<file path="src/rtl/divider_pkg.sv">
// ----------------------------------------------------------------------------
// divider_pkg
// Shared types and constants for the sequential restoring divider.
//   state_t            : controller states (IDLE, RUN, DONE)
//   DEFAULT_DIVIDEND_W : default dividend / quotient width (and step count)
//   DEFAULT_DIVISOR_W  : default divisor / remainder width
//   cnt_width()        : width of the step counter, enough to hold DIVIDEND_W
// ----------------------------------------------------------------------------
package divider_pkg;

    localparam int DEFAULT_DIVIDEND_W = 8;
    localparam int DEFAULT_DIVISOR_W  = 4;
    localparam int DEFAULT_CNT_W      = $clog2(DEFAULT_DIVIDEND_W + 1);

    typedef enum logic [1:0] {
        IDLE = 2'd0,
        RUN  = 2'd1,
        DONE = 2'd2
    } state_t;

    function automatic int cnt_width(input int dividend_w);
        return $clog2(dividend_w + 1);
    endfunction

endpackage : divider_pkg

</file>
<file path="src/rtl/divider_step.sv">
// ----------------------------------------------------------------------------
// divider_step
// One combinational restoring-division step: shift the next dividend bit into
// the partial remainder, subtract the divisor when it fits.
//   i_rem     : partial remainder r[DIVISOR_W-1:0] before the step
//   i_bit     : next dividend bit (MSB first)
//   i_divisor : divisor
//   o_rem     : partial remainder after the step
//   o_q_bit   : quotient bit produced by this step
// The remainder is carried as DIVISOR_W bits: the MSB of the DIVISOR_W+1 bit
// partial remainder is always shifted out by the next step, so only the
// shifted value r' needs the extra bit, and only for the compare.
// ----------------------------------------------------------------------------
module divider_step
    import divider_pkg::*;
#(
    parameter int DIVISOR_W = DEFAULT_DIVISOR_W
) (
    input  logic [DIVISOR_W-1:0] i_rem,
    input  logic                 i_bit,
    input  logic [DIVISOR_W-1:0] i_divisor,
    output logic [DIVISOR_W-1:0] o_rem,
    output logic                 o_q_bit
);

    logic [DIVISOR_W:0]   w_shift;
    logic [DIVISOR_W-1:0] w_diff;

    always_comb begin
        w_shift = {i_rem, i_bit};
        o_q_bit = (w_shift >= {1'b0, i_divisor});
        // When the divisor fits, r' - divisor < divisor, so the low bits of a
        // modular subtract are the whole answer. With a zero divisor the MSB
        // is dropped, which the next shift would discard anyway.
        w_diff  = w_shift[DIVISOR_W-1:0] - i_divisor;
        o_rem   = o_q_bit ? w_diff : w_shift[DIVISOR_W-1:0];
    end

endmodule : divider_step

</file>
<file path="src/rtl/seq_divider.sv">
// ----------------------------------------------------------------------------
// seq_divider
// Sequential restoring divider: DIVIDEND_W-bit unsigned dividend divided by a
// DIVISOR_W-bit unsigned divisor, one quotient bit per clock, behind a
// start/busy/done handshake.
//   clk         : clock, rising edge
//   reset       : asynchronous, active-high reset
//   start       : request a division (ignored while busy)
//   dividend    : dividend, captured on an accepted start
//   divisor     : divisor, captured on an accepted start
//   busy        : high while iterating (RUN)
//   done        : one-cycle pulse when a new result is loaded
//   quotient    : last completed quotient
//   remainder   : last completed remainder
//   div_by_zero : last completed division had a zero divisor
//                 (only with DIVIDER_DBZ_EN)
// Build option: `define DIVIDER_DBZ_EN adds div_by_zero and short-circuits a
// zero divisor straight to DONE. Without it a zero divisor runs the normal
// algorithm, which yields quotient = all ones, remainder = dividend low bits.
// ----------------------------------------------------------------------------
module seq_divider
    import divider_pkg::*;
#(
    parameter int DIVIDEND_W = DEFAULT_DIVIDEND_W,
    parameter int DIVISOR_W  = DEFAULT_DIVISOR_W
) (
    input  logic                  clk,
    input  logic                  reset,
    input  logic                  start,
    input  logic [DIVIDEND_W-1:0] dividend,
    input  logic [DIVISOR_W-1:0]  divisor,
    output logic                  busy,
    output logic                  done,
    output logic [DIVIDEND_W-1:0] quotient,
    output logic [DIVISOR_W-1:0]  remainder
`ifdef DIVIDER_DBZ_EN
    ,
    output logic                  div_by_zero
`endif
);

    localparam int               CNT_W     = cnt_width(DIVIDEND_W);
    localparam logic [CNT_W-1:0] LAST_STEP = CNT_W'(DIVIDEND_W - 1);
    localparam logic [CNT_W-1:0] CNT_ONE   = CNT_W'(1);

    state_t                r_state;
    state_t                w_state_nxt;

    // Dividend bits shift out of the MSB while quotient bits shift into the
    // LSB, so after DIVIDEND_W steps this register holds the quotient.
    logic [DIVIDEND_W-1:0] r_dq;
    logic [DIVISOR_W-1:0]  r_divisor;
    logic [DIVISOR_W-1:0]  r_rem;
    logic [CNT_W-1:0]      r_cnt;
    logic [DIVIDEND_W-1:0] r_quotient;
    logic [DIVISOR_W-1:0]  r_remainder;

    logic                  w_accept;
    logic                  w_last;
    logic                  w_zero_skip;
    logic                  w_q_bit;
    logic [DIVISOR_W-1:0]  w_step_rem;

`ifdef DIVIDER_DBZ_EN
    logic                  r_dbz;
    assign w_zero_skip = (divisor == '0);
    assign div_by_zero = r_dbz;
`else
    assign w_zero_skip = 1'b0;
`endif

    assign w_accept  = start && (r_state != RUN);
    assign w_last    = (r_state == RUN) && (r_cnt == LAST_STEP);
    assign quotient  = r_quotient;
    assign remainder = r_remainder;

    divider_step #(
        .DIVISOR_W (DIVISOR_W)
    ) u_step (
        .i_rem     (r_rem),
        .i_bit     (r_dq[DIVIDEND_W-1]),
        .i_divisor (r_divisor),
        .o_rem     (w_step_rem),
        .o_q_bit   (w_q_bit)
    );

    // NOTE: state is updated with non-blocking assignments so every register
    // samples the values from before the edge, independent of block order.
    always_ff @(posedge clk or posedge reset) begin
        if (reset) begin
            r_state <= IDLE;
        end else begin
            r_state <= w_state_nxt;
        end
    end

    // NOTE: every output of this block gets a default before the case so no
    // path leaves a signal unassigned, which would infer a latch.
    always_comb begin
        w_state_nxt = r_state;
        busy        = 1'b0;
        done        = 1'b0;
        case (r_state)
            IDLE: begin
                if (start) begin
                    w_state_nxt = w_zero_skip ? DONE : RUN;
                end
            end
            RUN: begin
                busy = 1'b1;
                if (w_last) begin
                    w_state_nxt = DONE;
                end
            end
            DONE: begin
                done = 1'b1;
                if (start) begin
                    w_state_nxt = w_zero_skip ? DONE : RUN;
                end else begin
                    w_state_nxt = IDLE;
                end
            end
            default: w_state_nxt = IDLE;
        endcase
    end

    // Datapath: operand capture, iteration, and the result registers that
    // only change on entry to DONE.
    always_ff @(posedge clk or posedge reset) begin
        if (reset) begin
            r_dq        <= '0;
            r_divisor   <= '0;
            r_rem       <= '0;
            r_cnt       <= '0;
            r_quotient  <= '0;
            r_remainder <= '0;
`ifdef DIVIDER_DBZ_EN
            r_dbz       <= 1'b0;
`endif
        end else begin
            if (w_accept) begin
                r_dq      <= dividend;
                r_divisor <= divisor;
                r_rem     <= '0;
                r_cnt     <= '0;
            end else if (r_state == RUN) begin
                r_dq  <= {r_dq[DIVIDEND_W-2:0], w_q_bit};
                r_rem <= w_step_rem;
                r_cnt <= r_cnt + CNT_ONE;
            end

            if (w_last) begin
                r_quotient  <= {r_dq[DIVIDEND_W-2:0], w_q_bit};
                r_remainder <= w_step_rem;
`ifdef DIVIDER_DBZ_EN
                r_dbz       <= 1'b0;
            end else if (w_accept && w_zero_skip) begin
                r_quotient  <= '1;
                r_remainder <= dividend[DIVISOR_W-1:0];
                r_dbz       <= 1'b1;
`endif
            end
        end
    end

endmodule : seq_divider

</file>
<file path="config.mk">
export PLATFORM = sky130hd
export DESIGN_NAME = seq_divider
export DESIGN_NICKNAME = d
export VERILOG_FILES = /design/src/rtl/divider_pkg.sv /design/src/rtl/divider_step.sv /design/src/rtl/seq_divider.sv
export SDC_FILE = /design/constraint.sdc
export NUM_CORES = 1
export LEC_CHECK = 0
export BUFFER_PORTS_ARGS = -buffer_cell sky130_fd_sc_hd__buf_4
export CORE_MARGIN = 10
export CORE_UTILIZATION = 50
export DETAILED_ROUTE_END_ITERATION = 7
export HOLD_SLACK_MARGIN = 0.12
export PLACE_DENSITY = 0.76
export SYNTH_ARGS = -nofsm -noshare
export SYNTH_HDL_FRONTEND = slang
export SYNTH_SLANG_ARGS = --single-unit
</file>
<file path="constraint.sdc">
create_clock -name clk -period 1.85 [get_ports clk]
set_input_delay 0.185 -clock clk [delete_from_list [all_inputs] [get_ports clk]]
set_output_delay 0.185 -clock clk [all_outputs]
set_load 0.01 [all_outputs]
</file>
==> impl_metrics.yaml <==
drt:
  finalWirelength_mm: 3.64
  wl_met3_um: 261
  wl_per_cell_um: 14.6
  drt_iter0_drc: 91
  top_layer: "met4"
  num_vias: 1320
  drtPass1Iterations: 4
  drt-met1-wl_mm: 1.58
  drc: 0
  wl_met2_mm: 1.73
  vias_per_cell: 5.30
  ant_nets: 0
worst_setup_path:
  r2r_cells: 6
  worstPathArrival_ps: 1510
  critPathKind: "reg2out"
  critPathSlowestCell: "dfrtp_1"
  crit_cells: 3
  start_kind: "flip-flop"
  crit_buf_inv: 2
  crit_path_cell_trace: "nand2b_4 -> clkinvlp_4 -> buf_4"
  critPathMaxStageDelay_ps: 400
  critPathMaxFanout: 18
  required_ps: 1660
  path_delay_family: "buffers and inverters"
  end_kind: "output port"
clocking:
  clockBufferDepth: 2
  root_buffer: "clkbuf_4"
  cts_tree: "yes"
  cts_buffers: 5
  clk_latency_ps: 330
  clk_pin_slew_worst_paths_ps: 100
  post_cts_buffers: 0
  cts.sinks: 34
  cts_htree_levels: 2
synth:
  ys_warn_count: 0
  synth_nets: 188
  synth_area_leaders: "dfrtp_1 (51%), nand2_1 (9.0%), mux2i_1 (4.2%)"
  yosysSeqAreaShare: 0.508
  syn_area_per_cell_um2: 10.0
  synth-seq-cells: 34
  synth_top_cell_area_share: 0.508
  synth_largest_area_cell: "dfrtp_1"
  synthesis.instances: 167
  synth_area_um2: 1670
  synth_cell_types: 38
  synth_edf_count: 0
  synth-main-ff-cell: "dfrtp_1"
  ys_async_sr_fraction: 1.00
pwr:
  ir_worst_vdd_mv: 0.972
  power_density_nw_per_um2: 1860
  p_leak_nw: 0.987
timing:
  finalCritPeriodShare: 0.917
  fin_ws_ps: 153
  setup_viol: 0
  hold_violations: 0
  slew_headroom: 0.722
  setup_tns_ps: 0
  grt_setup_unrepaired: "false"
  worstMarginPinSlew_ps: 418
  drv_slew: 0
  fmax_ghz: 0.589
  min_period_ps: 1700
  fin_skew_ps: 14.9
finish:
  drive_gt1_frac: 0.249
  final_common_cell: "nand2_1"
  mostFrequentLayoutCells: "nand2_1 (40), dfrtp_1 (34), buf_4 (31), o21ai_0 (14), inv_1 (9)"
  n_antenna_cell: 0
  nets: 225
  syn_to_final_growth_pct: 22.3
global_route:
  antenna_found_initial: 0
  grt_pass1_wl_mm: 6.50
  grt_pass1_vias: 1392
  grt_max_degree: 35
  grt_overflow: 0
  grt.total_usage: 0.130
die:
  fp.dieW_um: 77.9
  rows: 20
  die_height_um: 77.9
  io_pins: 29
  core_area_um2: 3130
  start_util: 0.535
  die-area_um2: 6060
worst_hold_path:
  worstHoldPathType: "in2reg"
  worstHoldPathCells: 3
place:
  port_buffers: 28
  gp_congestion: 0.787
  dp_hpwl_mm: 2.70
  pre_cts_ws_ps: 176
outcome:
  status: "complete, no violations"
flow_run:
  maxCapViolCount: 0
==> metrics by stage <==
step	cell area, µm²	hold slack [ps]	power (W)	cells	utilization
after floorplan	1670	327	0.00276	167	-
after global placement	1930	304	0.00328	236	0.617
final	2050	134	0.00381	249	0.654
after global routing	2050	146	0.00421	249	0.654
after CTS	2040	128	0.00383	249	0.653
after detailed placement	1930	312	0.00337	236	0.617
==> what timing repair did <==
action                     in CTS  in global routing
resized for setup               0                  1
hold endpoints to repair       38                  0
setup endpoints to repair       0                  1
hold buffers                    5                  0
==> cells in the mapped netlist, types with 2 or more instances <==
| cell | instances |
|---|---|
| o31ai_1 | 4 |
| inv_1 | 10 |
| nand3_1 | 5 |
| buf_2 | 2 |
| a21oi_1 | 4 |
| mux2i_1 | 7 |
| o311ai_1 | 2 |
| o211ai_1 | 2 |
| clkbuf_1 | 3 |
| dfrtp_1 | 34 |
| o21a_1 | 2 |
| nor2_1 | 5 |
| nand2_1 | 40 |
| nor2b_1 | 2 |
| nor3_1 | 2 |
| ha_1 | 5 |
| o21ai_0 | 14 |
| mux2_2 | 4 |
==> flip-flops by register name, indices dropped and copies added (netlist names) <==
| register | flops |
|---|---|
| r_cnt | 4 |
| r_rem | 4 |
| quotient | 8 |
| r_state | 2 |
| remainder | 4 |
| r_divisor | 4 |
| r_dq | 8 |
==> layer usage <==
layer / vias up / track usage
met2: 41 / 0.205
li1: 650 / -
met5: - / 0
met3: 9 / 0.0507
met1: 620 / 0.157
met4: 0 / 0.0438
==> final timing paths <==
check	slack [ps]	start	endpoint
max	150	r_state[1]$_DFFE_PP0P_	busy
min	130	dividend[0]	r_dq[0]$_DFFE_PP0P_
max reg2reg	180	r_dq[7]$_DFFE_PP0P_	r_rem[0]$_DFFE_PP0P_
min reg2reg	480	quotient[1]$_DFFE_PP0P_	quotient[1]$_DFFE_PP0P_
max in group asynchronous	1050	reset	r_dq[7]$_DFFE_PP0P_
min in group asynchronous	490	reset	quotient[0]$_DFFE_PP0P_
==> final cells by class <==
cell class | count | area [µm²]
Clock buffer | 6 | 51.3
Clock inverter | 2 | 12.5
Fill cell | 267 | 1080
Inverter | 11 | 45.0
Multi-Input combinational cell | 116 | 749
Sequential cell | 34 | 851
Tap cell | 44 | 55.1
Timing Repair Buffer | 36 | 283
==> worst min-delay path: stages <==
cell and delay (ps):
buf_4 80, a211oi_1 50, a21oi_1 100
==> where the power goes <==
group / leakage, nW / internal (W) / total (W) / switching [W]
sequential: 0.408 / 0.00112 / 0.00141 / 0.000288
clock: 0.0343 / 0.000183 / 0.000431 / 0.000248
combinational: 0.544 / 0.000884 / 0.00197 / 0.00109
total: 0.987 / 0.00219 / 0.00381 / 0.00162
==> cells by family (layout without fill, tap and decap cells) <==
group / Yosys count / after routing / synth area share
AND/OR/NAND/NOR: 63 / 63 / 0.181
AO/OA/AOI/OAI: 35 / 35 / 0.144
flip-flops: 34 / 34 / 0.508
buffers and inverters: 17 / 55 / 0.0441
multiplexers: 11 / 11 / 0.0688
adder cells (fa/ha/maj): 6 / 6 / 0.0493
XOR/XNOR: 1 / 1 / 0.00523
No activity file was read; power rests on OpenSTA's default activity.
